--- src/rtl/ct_spsram_128x16_arb.sv ---
`default_nettype none
// =============================================================================
// Module   : ct_spsram_128x16_arb
// Desc     : Two-requester round-robin arbiter in front of one single-port SRAM.
//            Optional power-up clear sweep enabled by CT_SPSRAM_ARB_INIT_EN.
// Revision : 1.0 - initial release
// =============================================================================
module ct_spsram_128x16_arb #(
    parameter int ADDR_WIDTH = 7,
    parameter int DATA_WIDTH = 16
) (
    input  logic                  CLK,
    input  logic                  RST,
    input  logic                  req0_vld,
    input  logic                  req0_wr,
    input  logic [ADDR_WIDTH-1:0] req0_addr,
    input  logic [DATA_WIDTH-1:0] req0_wdata,
    input  logic [DATA_WIDTH-1:0] req0_wmask,
    output logic                  req0_rdy,
    input  logic                  req1_vld,
    input  logic                  req1_wr,
    input  logic [ADDR_WIDTH-1:0] req1_addr,
    input  logic [DATA_WIDTH-1:0] req1_wdata,
    input  logic [DATA_WIDTH-1:0] req1_wmask,
    output logic                  req1_rdy,
    output logic                  rsp_vld,
    output logic                  rsp_id,
    output logic [DATA_WIDTH-1:0] rsp_data,
    output logic                  init_done,
    output logic [ADDR_WIDTH-1:0] sram_a,
    output logic                  sram_cen,
    output logic                  sram_gwen,
    output logic [DATA_WIDTH-1:0] sram_wen,
    output logic [DATA_WIDTH-1:0] sram_d,
    input  logic [DATA_WIDTH-1:0] sram_q
);

    typedef enum logic [0:0] {
        ST_INIT = 1'b0,
        ST_RUN  = 1'b1
    } state_t;

`ifdef CT_SPSRAM_ARB_INIT_EN
    localparam state_t C_RST_STATE = ST_INIT;
    logic [ADDR_WIDTH-1:0] cnt_q, cnt_d;
`else
    localparam state_t C_RST_STATE = ST_RUN;
`endif

    state_t state_q, state_d;
    logic   last_q, last_d;
    logic   rsp_pend_q, rsp_pend_d;
    logic   rsp_id_q, rsp_id_d;

    logic                  w_run;
    logic                  w_gnt0;
    logic                  w_gnt1;
    logic                  w_gnt;
    logic                  w_sel;
    logic                  w_wr;
    logic [ADDR_WIDTH-1:0] w_addr;
    logic [DATA_WIDTH-1:0] w_wdata;
    logic [DATA_WIDTH-1:0] w_wmask;

    // last_q names the previous winner; on contention the other side wins.
    assign w_run   = (state_q == ST_RUN) && !RST;
    assign w_gnt0  = w_run && req0_vld && (!req1_vld || last_q);
    assign w_gnt1  = w_run && req1_vld && (!req0_vld || !last_q);
    assign w_gnt   = w_gnt0 || w_gnt1;
    assign w_sel   = w_gnt1;
    assign w_wr    = w_sel ? req1_wr    : req0_wr;
    assign w_addr  = w_sel ? req1_addr  : req0_addr;
    assign w_wdata = w_sel ? req1_wdata : req0_wdata;
    assign w_wmask = w_sel ? req1_wmask : req0_wmask;

    always_comb begin
        state_d    = state_q;
        last_d     = last_q;
        rsp_pend_d = w_gnt && !w_wr;
        rsp_id_d   = w_sel;
        sram_cen   = 1'b1;
        sram_gwen  = 1'b1;
        sram_wen   = '1;
        sram_a     = '0;
        sram_d     = '0;
`ifdef CT_SPSRAM_ARB_INIT_EN
        cnt_d      = cnt_q;
`endif
        if (w_gnt) begin
            last_d   = w_sel;
            sram_cen = 1'b0;
            sram_a   = w_addr;
            if (w_wr) begin
                sram_gwen = 1'b0;
                sram_wen  = ~w_wmask;
                sram_d    = w_wdata;
            end
        end
`ifdef CT_SPSRAM_ARB_INIT_EN
        else if ((state_q == ST_INIT) && !RST) begin
            sram_cen  = 1'b0;
            sram_gwen = 1'b0;
            sram_wen  = '0;
            sram_a    = cnt_q;
            cnt_d     = cnt_q + ADDR_WIDTH'(1);
            // Counter wraps to zero here; the sweep only restarts via reset.
            if (cnt_q == '1) begin
                state_d = ST_RUN;
            end
        end
`endif
    end

    always_ff @(posedge CLK) begin
        if (RST) begin
            state_q    <= C_RST_STATE;
            last_q     <= 1'b1;
            rsp_pend_q <= 1'b0;
            rsp_id_q   <= 1'b0;
`ifdef CT_SPSRAM_ARB_INIT_EN
            cnt_q      <= '0;
`endif
        end else begin
            state_q    <= state_d;
            last_q     <= last_d;
            rsp_pend_q <= rsp_pend_d;
            rsp_id_q   <= rsp_id_d;
`ifdef CT_SPSRAM_ARB_INIT_EN
            cnt_q      <= cnt_d;
`endif
        end
    end

    // SRAM read data lands one cycle after the grant and is passed straight out.
    assign rsp_vld   = rsp_pend_q && !RST;
    assign rsp_id    = rsp_vld && rsp_id_q;
    assign rsp_data  = rsp_vld ? sram_q : '0;
    assign req0_rdy  = w_gnt0;
    assign req1_rdy  = w_gnt1;
    assign init_done = (state_q == ST_RUN) && !RST;

endmodule
`default_nettype wire

--- config.mk ---
export PLATFORM = sky130hd
export DESIGN_NAME = ct_spsram_128x16_arb
export DESIGN_NICKNAME = d
export VERILOG_FILES = /design/src/rtl/ct_spsram_128x16_arb.sv
export SDC_FILE = /design/constraint.sdc
export NUM_CORES = 1
export LEC_CHECK = 0
export BUFFER_PORTS_ARGS = -buffer_cell sky130_fd_sc_hd__buf_2
export CORE_ASPECT_RATIO = 0.5
export CORE_MARGIN = 3
export CORE_UTILIZATION = 25
export CTS_BUF_LIST = sky130_fd_sc_hd__clkbuf_2
export CTS_CLUSTER_DIAMETER = 120
export DETAILED_ROUTE_END_ITERATION = 7
export PLACE_DENSITY = 0.73
export SYNTH_ARGS = -nofsm -noshare
export SYNTH_HDL_FRONTEND = slang
export SYNTH_SLANG_ARGS = --single-unit
export TNS_END_PERCENT = 1
--- constraint.sdc ---
create_clock -name CLK -period 2.05 [get_ports CLK]
set_clock_uncertainty 0.15 [all_clocks]
set_input_delay 0.1025 -clock CLK [delete_from_list [all_inputs] [get_ports CLK]]
set_output_delay 0.1025 -clock CLK [all_outputs]
set_load 0.02 [all_outputs]
==> out/results.ini, run 1 <==
[status]
outcome = finished clean

[run]
drv_cap = 0

[die]
initial_core_util = 0.277
fp.dieH_um = 50.9
ios = 162
coreArea_sq_um = 3640
dieWidth_um = 95.9
std_cell_rows = 15
die_area_sq_um = 4880

[synth]
synth-edff-count = 0
synth_fp_nets = 259
syn_avg_cell_area_sq_um = 6.35
synth_top_area_frac = 0.169
yosysWarnings = 0
synth_seq_area_share = 0.0595
synth_area_sq_um = 1010
synth.area.top_cells = nand3_1, a211o_1, a211oi_1
ys_types = 23
ys_ff_latch = 3
synth_ff_type = dfxtp_1
ys_async_sr_fraction = 0
yosysTopAreaCell = nand3_1
syn_inst = 159

[clocking]
htree_levels = 1
cts_setup_buffers = 0
cts.sinks = 3
root_buffer = clkbuf_2
cts_tree = built
clk_pin_slew_ns = 0.05
cts_max_path_buffers = 2
insertion_delay_ns = 0.21
cts_buffers = 3
post_cts_resized = 0

[min_path]
hold-path-cell-count = 3
min_from = req1_vld
holdPathEnd = last_q$_SDFFE_PP1P_
min_path_type = input pin to flop

[routing]
drt-vias-per-instance = 5.02
dr.pass1.iters = 4
totalWireLength_mm = 5.02
routedWlPerCell_um = 13.7
vias = 1838
drc = 0
antenna_left = 0
drt_iter0_drc = 82

[placed_design]
pre_cts_ws_ns = 0.327
io_buffers = 161
gp_congestion = 0.813
hpwl_mm = 3.98

[finish]
multi_input_area_sq_um = 845
mostFrequentLayoutCell = buf_2
fillCellCount = 383
syn_to_final_growth_pct = 89.1
layout.nets = 416
diodes = 0
drive_above_1_share = 0.575
seqCellArea_sq_um = 60.1
most-common-layout-cells = buf_2, nand3_1, o21ai_0, and2_1

[worst_setup_path]
reg2reg_slack_ns = 0.35
worst_ep_arrival_time_ns = 1.69
worst-path-max-fanout = 12
cp-end-kind = output port
max_stage_delay_ns = 0.36
r2r-start = last_q$_SDFFE_PP1P_
rr_endpoint = rsp_pend_q$_SDFF_PP0_
required_ns = 1.80
worst_setup_path_start_kind = flop
reg2reg_depth = 3
cp_slowest_cell = a21boi_2
path_class = flop to output port
cp_cell_sequence = a21boi_2 -> buf_4 -> nand3_1 -> a211o_1 -> buf_2

[sta]
fmax_mhz = 514
min_period_over_period = 0.950
fin_crit_ns = 1.95
rsz0062_at_grt = yes
maxSlewViolCount = 0
hold_viol = 0
tns_ns = 0
setup_viol = 0
worst_slack_ns = 0.103
relSlewSlack = 0.730
worst_pin_slew_ns = 0.403

[grt]
gr-usage-met1 = 0.206
met3_usage = 0.0353
antenna_found_initial = 0
grtUsageMet2 = 0.354
grt_max_degree = 70
grt_pass1_wl_mm = 7.42
grtUsageTotal = 0.183
grt_pass1_vias = 1723
grt_overflow_total = 0
grt-busiest-layer = met2

[power_and_ir_drop]
power_density_nw_per_um2 = 289
power_leakage_nw = 0.987
irDropWorstVdd_v = 0.000120
power_w = 0.000551

[registers in the layout, indices dropped and copies added (netlist names)]
signal      count
last_q          1
rsp_id_q        1
rsp_pend_q      1
[how the worst max path moves through the flow]
stage	slack (ns)	end	cells past startpoint	from
2_1_floorplan	0.40	sram_d[0]	4	last_q$_SDFFE_PP1P_
3_3_place_gp	0.39	sram_wen[1]	5	last_q$_SDFFE_PP1P_
3_5_place_dp	0.33	sram_wen[1]	5	last_q$_SDFFE_PP1P_
4_1_cts	0.09	sram_wen[1]	5	last_q$_SDFFE_PP1P_
5_1_grt	-0.04	sram_d[3]	5	last_q$_SDFFE_PP1P_
6_report	0.10	sram_wen[14]	5	last_q$_SDFFE_PP1P_
[critical path, delay by kind of cell, from the launching register on]
| family | cells | cell delay, ns |
|---|---|---|
| flops | 1 | 0.33 |
| compound gates | 2 | 0.64 |
| simple gates | 1 | 0.09 |
| buf+inv | 2 | 0.42 |
[area by class of cell]
type / count / share of cell area
repair buffers: 173 / 0.478
multi-input cells: 133 / 0.442
well taps: 51 / 0.0334
flip-flops and latches: 3 / 0.0315
clock buffers: 4 / 0.0105
inverters: 2 / 0.00393
[cell usage after synthesis, types with 2 or more instances]
library cell and instances:
a211o_1 16, a211oi_1 16, a22o_1 7, and2_1 17, buf_1 3, buf_2 12, clkbuf_1 5, dfxtp_1 3
nand2b_1 2, nand3_1 34, o21ai_0 21, o21ai_1 12
[per-layer routing]
layer  share of wire  vias up
li1                -      926
met5               0        -
met1            0.40      848
met3           0.062        4
met2            0.54       60
met4          0.0066        0
[report_power, final]
group | total (W) | switching (W) | internal [W]
Sequential | 0.0000646 | 0.00000212 | 0.0000625
Combinational | 0.000400 | 0.000226 | 0.000173
Clock | 0.0000868 | 0.0000353 | 0.0000515
Total | 0.000551 | 0.000264 | 0.000287
[metrics by stage]
| step | std cells | hold slack, ns | area [sq um] | util |
|---|---|---|---|---|
| 2_1_floorplan | 159 | 0.0504 | 1010 | - |
| 3_3_place_gp | 360 | 0.173 | 1870 | 0.513 |
| 3_5_place_dp | 360 | 0.187 | 1870 | 0.513 |
| 4_1_cts | 366 | 0.0693 | 1910 | 0.524 |
| 5_1_grt | 366 | 0.0732 | 1910 | 0.524 |
| 6_report | 366 | 0.0754 | 1910 | 0.524 |
[cells by family after synthesis]
logic type | count (synthesis) | share of synthesized area
and+or+nand+nor | 57 | 0.309
DFF | 3 | 0.0595
AOI/OAI and AO/OA | 76 | 0.528
buffers and inverters | 23 | 0.104
[repair_timing]
action | 4_1_cts | 5_1_grt
setup endpoints to repair | 0 | 19
hold buffers | 2 | 0
hold endpoints to repair | 1 | 0
Power figures use the tool's default switching activity.
==> run 2, diff against run 1 <==
clock period = 1.9 ns   (was 2.05 ns; I/O delays follow)
==> out/results.ini, run 2 (synthesis results as in run 1) <==
[die]
fp.dieH_um = 50.9  ; unchanged
std_cell_rows = 15  ; unchanged
dieWidth_um = 95.9  ; unchanged
initial_core_util = 0.277  ; unchanged
ios = 162  ; unchanged
die_area_sq_um = 4880  ; unchanged
coreArea_sq_um = 3640  ; unchanged

[grt]
grt_pass1_vias = 1667  ; was 1723
antenna_found_initial = 0  ; unchanged
grt_max_degree = 44  ; was 70
grt_overflow_total = 0  ; unchanged
grt_pass1_wl_mm = 7.29  ; was 7.42 mm
grtUsageTotal = 0.182  ; was 0.183

[worst_setup_path]
worst-path-max-fanout = 15  ; was 12
path_class = flop to output port  ; unchanged
reg2reg_depth = 4  ; was 3
required_ns = 1.65  ; was 1.80 ns
worst_ep_arrival_time_ns = 1.56  ; was 1.69 ns
worst_setup_path_start_kind = flop  ; unchanged
cp-end-kind = output port  ; unchanged

[run]
drv_cap = 0  ; unchanged

[status]
outcome = finished clean  ; unchanged

[sta]
min_period_over_period = 0.948
worst_slack_ns = 0.0993  ; was 0.103 ns
maxSlewViolCount = 0  ; unchanged
worst_pin_slew_ns = 0.444  ; was 0.403 ns
rsz0062_at_grt = yes  ; unchanged
hold_viol = 0  ; unchanged
fmax_mhz = 555
setup_viol = 0  ; unchanged
relSlewSlack = 0.702  ; was 0.730
finalHoldWorstSlack_ns = 0.0596  ; was 0.0754 ns
fin_crit_ns = 1.80

[clocking]
root_buffer = clkbuf_2  ; unchanged
cts_max_path_buffers = 2  ; unchanged
htree_levels = 1  ; unchanged
cts_buffers = 3  ; unchanged
cts_setup_buffers = 0  ; unchanged
cts_tree = built  ; unchanged
cts.sinks = 3  ; unchanged
clk_pin_slew_ns = 0.05  ; about the same
insertion_delay_ns = 0.22  ; was 0.21 ns

[routing]
routedWlPerCell_um = 13.6  ; was 13.7 um
vias = 1874  ; was 1838
totalWireLength_mm = 4.97  ; was 5.02 mm
drc = 0  ; unchanged
drt_iter0_drc = 97  ; was 82
dr.pass1.iters = 4  ; unchanged
drt-vias-per-instance = 5.12  ; was 5.02
antenna_left = 0  ; unchanged

[power_and_ir_drop]
power_leakage_nw = 0.989  ; was 0.987 nW
power_density_nw_per_um2 = 312  ; was 289 nW/um^2
irDropWorstVdd_v = 0.000135  ; was 0.000120 V

[placed_design]
hpwl_mm = 4.14  ; was 3.98 mm
gp_congestion = 0.754  ; was 0.813
pre_cts_ws_ns = 0.299  ; was 0.327 ns
io_buffers = 161  ; unchanged

[finish]
layout.nets = 416  ; unchanged
most-common-layout-cells = buf_2, nand3_1, o21ai_0, and2_1, a211o_1  ; was buf_2, nand3_1, o21ai_0, and2_1
diodes = 0  ; unchanged
fillCellCount = 389  ; was 383
syn_to_final_growth_pct = 90.2  ; was 89.1%
mostFrequentLayoutCell = buf_2  ; unchanged
largest_registers = last_q: 1 flops, rsp_id_q: 1 flops, rsp_pend_q: 1 flops  ; unchanged
drive_above_1_share = 0.581  ; was 0.575

[min_path]
hold-path-cell-count = 3  ; unchanged
min_path_type = input pin to flop  ; unchanged

==> run 2: cell counts in the layout (fill, tap and decap cells not counted) <==
No cell type changed its count.
==> run 2: path summary, 6_finish.rpt <==
path / endpoint / slack, ns / from
setup / recovery: sram_d[6] / 0.1 / last_q$_SDFFE_PP1P_
hold / removal: last_q$_SDFFE_PP1P_ / 0.06 / req1_vld
setup reg to reg: rsp_pend_q$_SDFF_PP0_ / 0.22 / last_q$_SDFFE_PP1P_
hold reg to reg: last_q$_SDFFE_PP1P_ / 0.40 / last_q$_SDFFE_PP1P_
==> run 2: timing repair <==
action | in CTS | in global routing
gates resized for setup | 0 | 3
hold buffers | 2 | 0
endpoints found under the setup margin | 0 | 27
endpoints found under the hold margin | 1 | 0
==> run 2: stage by stage <==
| stage | power [W] | cells | TNS (ns) | utilization | instance area [sq um] |
|---|---|---|---|---|---|
| after floorplan | 0.000309 | 159 | 0 | - | 1010 |
| after global placement | 0.000490 | 360 | 0 | 0.513 | 1870 |
| after detailed placement | 0.000497 | 360 | 0 | 0.513 | 1870 |
| after CTS | 0.000602 | 366 | 0 | 0.524 | 1910 |
| after global routing | 0.000650 | 366 | -0.0147 | 0.527 | 1920 |
| final | 0.000599 | 366 | 0 | 0.527 | 1920 |
==> run 2: layout make-up <==
class                   count  area (sq um)  area share
clock buffers               4          20.0      0.0104
inverters                   2          7.51     0.00391
multi-input cells         133           852       0.444
flip-flops and latches      3          60.1      0.0313
well taps                  51          63.8      0.0332
repair buffers            173           917       0.478
==> run 2: per-layer routing <==
layer  track usage  vias up  part of all wire
li1              -      923                 -
met1         0.207      869              0.37
met2         0.341       72              0.54
met3        0.0324       10             0.069
met4        0.0613        0             0.016
met5             0        -                 0
==> run 2: critical path: stages (launching register included) <==
cell and delay [ns]:
dfxtp_1 0.37, a21bo_2 0.18, buf_4 0.19, o21ai_0 0.10, a211oi_1 0.28, buf_2 0.21
==> run 2: report_power, final <==
group          switching (W)  internal [W]
clock              0.0000409     0.0000556
sequential        0.00000215     0.0000674
combinational       0.000244      0.000190
total               0.000287      0.000313
